[config.mk]
export PLATFORM = sky130hd
export DESIGN_NAME = fetch_sequencer
export DESIGN_NICKNAME = d
export VERILOG_FILES = /design/src/rtl/fetch_sequencer.sv
export SDC_FILE = /design/constraint.sdc
export NUM_CORES = 1
export LEC_CHECK = 0
export BUFFER_PORTS_ARGS = -buffer_cell sky130_fd_sc_hd__buf_4
export CORE_ASPECT_RATIO = 0.7
export CORE_MARGIN = 8
export CORE_UTILIZATION = 38
export DETAILED_ROUTE_END_ITERATION = 16
export SLEW_MARGIN = 20
export SYNTH_ARGS = -nofsm -noshare
export SYNTH_HDL_FRONTEND = slang
export SYNTH_SLANG_ARGS = --single-unit
[constraint.sdc]
create_clock -name clk -period 2.6 [get_ports clk]
set_input_delay 0.13 -clock clk [delete_from_list [all_inputs] [get_ports clk]]
set_output_delay 0.13 -clock clk [all_outputs]
set_load 0.1 [all_outputs]
[src/rtl/fetch_sequencer.sv]
// fetch_sequencer: sequences ROM fetches into an instruction register and issues them to decode via valid/ready
module fetch_sequencer #(
  parameter int Awidth = 4,
  parameter int Dwidth = 16
) (
  input  logic              clk,
  input  logic              rstb,
  input  logic              start,
  input  logic              halt,
  output logic [Awidth-1:0] pc,
  output logic              oeb,
  input  logic [Dwidth-1:0] inst,
  output logic [Dwidth-1:0] ir,
  output logic              ir_valid,
  input  logic              ir_ready,
  input  logic              branch_en,
  input  logic [Awidth-1:0] branch_target,
  output logic [7:0]        issue_cnt,
  output logic              busy
);
  typedef enum logic [2:0] {IDLE, FETCH, WAIT, ISSUE, HALTED} state_t;
  state_t state;
  assign busy = (state == FETCH) || (state == WAIT) || (state == ISSUE);
  // fetch loop: one-cycle oeb strobe, one settle cycle, then hold ir until decode takes it
  always_ff @(posedge clk or negedge rstb)
    if (!rstb) begin
      state     <= IDLE;
      pc        <= '0;
      oeb       <= 1'b0;
      ir        <= '0;
      ir_valid  <= 1'b0;
      issue_cnt <= '0;
    end else begin
      case (state)
        IDLE, HALTED:
          if (start) begin
            state <= FETCH;
            oeb   <= 1'b1;
          end
        FETCH: begin
          state <= WAIT;
          oeb   <= 1'b0;
        end
        WAIT: begin
          state    <= ISSUE;
          ir       <= inst;
          ir_valid <= 1'b1;
        end
        ISSUE:
          if (ir_valid && ir_ready) begin
            ir_valid  <= 1'b0;
            issue_cnt <= issue_cnt + 8'd1;
            pc        <= branch_en ? branch_target : pc + 1'b1;
            state     <= halt ? HALTED : FETCH;
            oeb       <= !halt;
          end
        default: begin
          state <= IDLE;
          oeb   <= 1'b0;
        end
      endcase
    end
endmodule

# Yosys cells after proc, flatten, opt, wreduce, memory -nomap -nowiden
# Cells that the tools add are included.
# Widths: inputs -> output; s select.
dict set report totals {
  register_bits 33
  inputBits 26
}
dict set report op_classes {
  addsub 2
  eq_ne 6
  muxes 10
  n_bitwise 1
  reduce_logical 11
}
# cell count
set ops {}
lappend ops {{$pmux 3 s4} 1}
lappend ops {{$mux 3} 3}
lappend ops {{$add 8x1->8 const B} 1}
lappend ops {{$eq 3x2->1 const B} 2}
lappend ops {{$reduce_and 2->1} 3}
lappend ops {{$add 4x1->4 const B} 1}
lappend ops {{$mux 4} 1}
lappend ops {{$eq 3x1->1 const B} 1}
lappend ops {{$eq 3x3->1 const B} 1}
lappend ops {{$logic_not 3->1} 1}
lappend ops {{$mux 1} 3}
lappend ops {{$pmux 1 s3} 1}
lappend ops {{$reduce_and 3->1} 1}
lappend ops {{$logic_or 1x1->1} 2}
lappend ops {{$ne 2x1->1 const B} 1}
lappend ops {{$ne 2x2->1 const B} 1}
lappend ops {{$pmux 1 s2} 1}
lappend ops {{$reduce_bool 2->1} 1}
lappend ops {{$reduce_or 2->1} 1}
lappend ops {{$logic_and 1x1->1} 1}
lappend ops {{$logic_not 1->1} 1}
lappend ops {{$not 1->1} 1}

# Logic depth before layout (Yosys ltp)
# Gate-level depths: netlist of the first run.
dict set report depth {
  word_depth 4
  ltp_mapped 5
  ltp_nobuf 4
}

# Worst setup path after synthesis of the first run
# OpenSTA, ideal clock, no wires.
dict set report synth_timing {
  path_kind {register -> output}
  from {reg state[0]}
  to {out busy}
  arrival_ns 1.843
  path_slack_ns 0.627
  stages_incl_launch_ff 3
  cell_sequence {dfrtp_1 nor2_1 nor2_1}
}
dict set report synth_via {
  elab_chain_cells 3
}
# item line
set synth_lines {}
lappend synth_lines {{start: declaration} 22} ;# state_t state;
lappend synth_lines {{start signal: assignment} 54} ;# state <= halt ? HALTED : FETCH;
lappend synth_lines {{$eq 3x1->1 / $eq 3x2->1 (equally long branches)} 23} ;# assign busy = (state == FETCH) || (state == WAIT) || (state == ISSUE);
lappend synth_lines {{$logic_or 1x1->1} 23}
lappend synth_lines {{$logic_or 1x1->1 *} 23}
lappend synth_lines {{end: declaration} 19} ;# output logic busy
# Mark *: on every way between the ends. The rest lies on a longest branch, timed or not.

# Final worst setup path of the first run
dict set report layout_timing {
  from {reg state[2]}
  to {reg ir[7]}
}
dict set report layout_via {
  elab_chain_cells 1
}
# item line
set layout_lines {}
lappend layout_lines {{$eq 3x2->1} 34} ;# case (state)
lappend layout_lines {{end signal: assignment} 46} ;# ir <= inst;
lappend layout_lines {{end: declaration} 13} ;# output logic [Dwidth-1:0] ir,
# Every way passes these cells.
# A chain may end at the register's enable or synchronous reset.

==> results.yml, run 1 <==
status:
  status: "finished clean"
setup_path:
  crit_buf_inv: 0
  cp-start-kind: "flop"
  crit_path_max_incr_delay_ns: 0.43
  critPathKind: "flop to flop"
  critPathCaptureType: "flop"
  arrival_ns: 1.84
  cp_top_family: "simple AND/OR/NAND/NOR gates"
  crit_fanout: 17
  path_cells: "nand2b_1 -> nor2_8 -> mux2_2"
  required_ns: 2.76
  crit_slowest_cell: "dfrtp_1"
place:
  placed_cells: 216
  place_hpwl_um: 2614
  dp_slack_ns: 0.9304
  portBuffers: 56
  gp_congestion: 0.7279
power_and_ir_drop:
  powerDensity_nw_per_um2: 450.5
  pwr-share-comb: 0.050
  leakagePower_nw: 1.067
  pwr-share-seq: 0.559
  swShare: 0.2045
  clockPowerShare: 0.391
  vdd_drop_max_uv: 315.8
  p_int_mw: 0.7304
  p_sw_mw: 0.1877
timing:
  finalSetupViolCount: 0
  finalSetupTns_ns: 0
  finalHoldWorstSlack_ns: 0.08270
  slew_headroom: 0.7089
  slew_violations: 0
  hold_viol_final: 0
  tightest_slew_ns: 0.4366
  rsz0062_at_grt: "no"
  finalCritPeriodShare: 0.6435
  timing.fmax_ghz: 0.5977
  fin_skew_ns: 0.003677
  finalWorstSetupSlack_ns: 0.9270
  min_period_ns: 1.673
synthesis:
  yosysTopAreaCell: "dfrtp_1"
  yosysMostFrequentCell: "dfrtp_1"
  syn_inst: 112
  synth_top_flop_cell: "dfrtp_1"
  yosysWarnings: 0
  yosysSeqAreaShare: 0.5518
  yosys.area.top_type_share: 0.5518
  synth_area_um2: 1496
  ys_types: 38
  synth_edf_count: 0
  yosys-top-cells-area: "dfrtp_1 (55%), mux2_4 (9.0%), mux2_2 (6.8%), xnor2_1 (2.3%), ha_1 (1.7%)"
  async_reset_ff_frac: 1.000
  netlist_top_cells_count: "dfrtp_1 (33), mux2_2 (9), mux2_4 (9)"
  syn_avg_cell_area_um2: 13.36
  synth-seq-cells: 33
  syn-num-nets: 140
clock_network:
  clock-sinks: 33
  post_cts_resized: 0
  clk-insertion-delay-late_ns: 0.28
  numCtsBuffers: 5
  ctsRootBufferMaster: "clkbuf_8"
  cts_tree: "done"
  clkTransAtPathRegs_ns: 0.06
  cts.htree.levels: 2
  clockBufferDepth: 2
floorplanning:
  start_util: 0.3886
  core_region_area_um2: 3851
  die_h_um: 68.51
  io_pins: 57
  die-area_um2: 6234
  die_w_um: 91.01
  rows: 19
min_path:
  hp-class: "primary input to flop"
global_route:
  grt_pass1_vias: 1114
  grt_max_degree: 34
  antenna_found_initial: 0
  grt_overflow: 0
  grt_use_total: 0.1147
  grt_pass1_wl_um: 5595
drt:
  drtIter0Drc: 54
  drtAntennaViolNets: 0
  totalWireLength_um: 3425
  vias: 1092
  drt-wirelength-per-cell_um: 15.22
  firstDrtPassIters: 4
  vias_per_cell: 4.853
  post-route-drc-count: 0
finish:
  area_delta_synth_final_pct: 36.20
  finalNonFillerCells: 225
  num_antenna_cells: 0
  drive_gt1_frac: 0.4913
  nets: 200
run:
  maxCapViolCount: 0
## flip-flops by register name (all words and copies together), names as in the netlist
register and count:
oeb 1, state 3, ir_valid 1, ir 16
issue_cnt 8, pc 4
## timing repair
action / CTS / global route
buffers inserted: 0 / 0
hold endpoints to repair: 33 / 0
hold buffers: 1 / 0
## placed cells by master, fill, tap and decap left out, types with 3 or more instances in the layout
master    count
and3_1        3
buf_4        56
clkbuf_1      3
clkbuf_8      5
dfrtp_1      33
mux2_2        9
mux2_4        9
nand2_1       5
nand3_1       3
nor2_1        5
o21ai_0       3
xnor2_1       4
## worst paths after layout
| check | startpoint | end | slack, ns | cells past startpoint |
|---|---|---|---|---|
| setup reg to reg | state[2] | ir[7] | 0.93 | 3 |
| max in group asynchronous | rstb | ir[9] | 1.97 | 2 |
| hold reg to reg | issue_cnt[7] | issue_cnt[7] | 0.48 | 1 |
| setup / recovery | state[2] | ir[7] | 0.93 | 3 |
| min in group asynchronous | rstb | issue_cnt[7] | 0.33 | 2 |
| hold / removal | inst[3] | ir[3] | 0.08 | 2 |
## worst register-to-register path, cell delays in order, from the launching register on
cell and delay (ns):
dfrtp_1 0.43, nand2b_1 0.36, nor2_8 0.39, mux2_2 0.38
## power groups by stage
stage / sequential [mW] / clock [mW] / combinational (mW)
after floorplan: 0.523 / 0 / 0.00549
after global placement: 0.523 / 0 / 0.0450
after detailed placement: 0.523 / 0 / 0.0457
after CTS: 0.513 / 0.378 / 0.0471
after global routing: 0.513 / 0.400 / 0.0514
final: 0.514 / 0.359 / 0.0460
## kinds of logic (layout without fill, tap and decap cells)
kind of cell    Yosys count  after routing  synth area share
xor+xnor                  7              7           0.04599
compound gates           14             14           0.06271
fa+ha+maj                 2              2           0.01672
buf+inv                   6             67           0.02759
simple gates             31             31            0.1304
flops                    33             33            0.5518
mux                      19             19            0.1647
## layer usage
layer,wire length [µm],share of wire,GRT usage
met1,1526,0.45,0.1435
met2,1608,0.47,0.1739
met3,252,0.074,0.05081
met4,38,0.011,0.04260
met5,0,0,0
## area by class of cell
type | count | area (µm²)
sequential | 33 | 825.8
fill | 358 | 1813
multi-input combinational | 73 | 629.4
inverter | 2 | 7.507
clock buffer | 8 | 80.08
timing repair buffer | 57 | 430.4
tap | 52 | 65.06
## through the flow
stage	util	instance area [µm²]	power (mW)
after CTS	0.5292	2038	0.9385
after detailed placement	0.5058	1948	0.5687
after floorplan	-	1496	0.5286
after global routing	0.5292	2038	0.9639
after global placement	0.5058	1948	0.5680
final	0.5292	2038	0.9181
Power figures use the tool's default switching activity.
==> inputs of run 2 (changes only) <==
--- a/config.mk
+++ b/config.mk
@@ -10,6 +10,7 @@
 export CORE_MARGIN = 8
 export CORE_UTILIZATION = 38
 export DETAILED_ROUTE_END_ITERATION = 16
+export PLACE_DENSITY = 0.67
 export SLEW_MARGIN = 20
 export SYNTH_ARGS = -nofsm -noshare
 export SYNTH_HDL_FRONTEND = slang
==> constraint.sdc (replaced) <==
create_clock -name clk -period 1.4 [get_ports clk]
set_input_delay 0.07 -clock clk [delete_from_list [all_inputs] [get_ports clk]]
set_output_delay 0.07 -clock clk [all_outputs]
set_load 0.1 [all_outputs]
==> results.yml, run 2 (same netlist as run 1, synthesis figures left out) <==
drt:
  totalWireLength_um: 3457
  firstDrtPassIters: 7
  post-route-drc-count: 0
  vias: 1091
  drtIter0Drc: 38
  vias_per_cell: 4.785
  drtAntennaViolNets: 0
  drt-wirelength-per-cell_um: 15.16
timing:
  hold_viol_final: 0
  timing.fmax_ghz: 0.7554
  min_period_ns: 1.324
  finalCritPeriodShare: 0.9456
  rsz0062_at_grt: "no"
  slew_violations: 0
  finalWorstSetupSlack_ns: 0.07621
  tightest_slew_ns: 0.4163
  finalSetupViolCount: 0
  fin_skew_ns: 0.005259
  finalHoldWorstSlack_ns: 0.01674
  slew_headroom: 0.7225
floorplanning:
  die_h_um: 68.51
  io_pins: 57
  rows: 19
  die_w_um: 91.01
  die-area_um2: 6234
  core_region_area_um2: 3851
  start_util: 0.3886
global_route:
  grt_overflow: 0
  use_met1: 0.1392
  grt_max_degree: 34
  busiest_layer: "met2"
  grt_pass1_vias: 1173
  antenna_found_initial: 0
  grt_pass1_wl_um: 5754
  gr-usage-met2: 0.1712
  grt_use_met3: 0.08108
  grt_use_total: 0.1191
power_and_ir_drop:
  p_sw_mw: 0.3544
  leakagePower_nw: 1.075
  powerDensity_nw_per_um2: 824.7
  pwr-share-comb: 0.049
  p_int_mw: 1.404
  pwr-share-seq: 0.542
  vdd_drop_max_uv: 378.5
  swShare: 0.2016
  clockPowerShare: 0.409
place:
  dpl-instance-area_um2: 1999
  portBuffers: 56
  gp_congestion: 0.7938
  placed_cells: 217
  dp_slack_ns: -0.004480
  place_hpwl_um: 2631
finish:
  fin_area_um2: 2132
  nets: 203
  drive_gt1_frac: 0.6023
  reg_top3: "ir x16, issue_cnt x8, pc x4"
  fillers: 345
  top_register: "ir"
  largest_register_ffs: 16
  final_cell_mix: "buf_4 (58), dfrtp_1 (20), dfrtp_2 (10)"
  post-route-util: 0.5536
  area_delta_synth_final_pct: 42.47
  layout_commonest_cell: "buf_4"
  num_antenna_cells: 0
  finalNonFillerCells: 228
clock_network:
  cts.htree.levels: 2
  clockBufferDepth: 2
  ctsRootBufferMaster: "clkbuf_8"
  cts_tree: "done"
  clk-insertion-delay-late_ns: 0.28
  clkTransAtPathRegs_ns: 0.06
  clock-sinks: 33
  numCtsBuffers: 5
min_path:
  hp-class: "primary input to flop"
  hold_depth: 2
setup_path:
  path_cells: "nand2b_4 -> nor2_8 -> buf_4 -> mux2_4"
  arrival_ns: 1.49
  required_ns: 1.56
  crit_slowest_cell: "dfrtp_1"
  crit_fanout: 7
  worst_r2r_path_depth: 4
  cp-start-kind: "flop"
  critPathCaptureType: "flop"
  crit_path_max_incr_delay_ns: 0.38
  critPathKind: "flop to flop"
status:
  status: "finished clean"
run:
  maxCapViolCount: 0
## run 2: changes by cell type in the layout (fill, tap and decap cells not counted), moves of 2 or more
cell	delta
buf_4	+2
dfrtp_1	-13
dfrtp_2	+10
dfrtp_4	+3
nor2_1	-2
nor2_2	+2
## run 2: power by group through the flow
stage | logic, mW | registers [mW] | clock network, mW
final | 0.0855 | 0.953 | 0.719
after global routing | 0.0963 | 0.952 | 0.791
after CTS | 0.0877 | 0.953 | 0.747
after detailed placement | 0.0856 | 0.971 | 0
after global placement | 0.0836 | 0.971 | 0
after floorplan | 0.0102 | 0.972 | 0
## run 2: area by class of cell
class	count	area [µm²]	share of cell area
Sequential cell	33	849.6	0.3985
Timing Repair Buffer	60	465.4	0.2183
Inverter	2	7.507	0.003521
Tap cell	52	65.06	0.03052
Multi-Input combinational cell	73	654.4	0.3069
Clock buffer	8	90.09	0.04225
## run 2: worst paths after layout
check	from	endpoint	slack, ns
worst min register to register	issue_cnt[5]	issue_cnt[5]	0.48
worst max-delay path	state[2]	ir[15]	0.08
max in group asynchronous	rstb	ir_valid	0.79
min in group asynchronous	rstb	issue_cnt[1]	0.27
worst min-delay path	inst[1]	ir[1]	0.02
worst max register to register	state[2]	ir[15]	0.08
## run 2: worst max-delay path, delay by kind of cell (launching register included)
kind,cells,cell delay [ns]
and+or+nand+nor,2,0.34
buffers and inverters,1,0.19
DFF,1,0.38
muxes,1,0.31
## run 2: per-stage QoR
step	power [mW]	TNS (ns)
5_1_grt	1.839	0
6_report	1.758	0
2_1_floorplan	0.9817	-0.1608
3_5_place_dp	1.057	-0.008851
4_1_cts	1.788	0
3_3_place_gp	1.055	0
## run 2: timing repair
item                       4_1_cts  5_1_grt
hold endpoints to repair        33        0
setup endpoints to repair        8       13
pin swaps                        1        0
hold buffers                     1        0
cloned                           0        0
gates resized for setup          2        1
setup buffers                    2        0
## run 2: metal layers
metal | wire (µm) | up-vias
li1 | - | 526
met1 | 1578 | 517
met2 | 1450 | 44
met3 | 399 | 4
met4 | 29 | 0
met5 | 0 | -
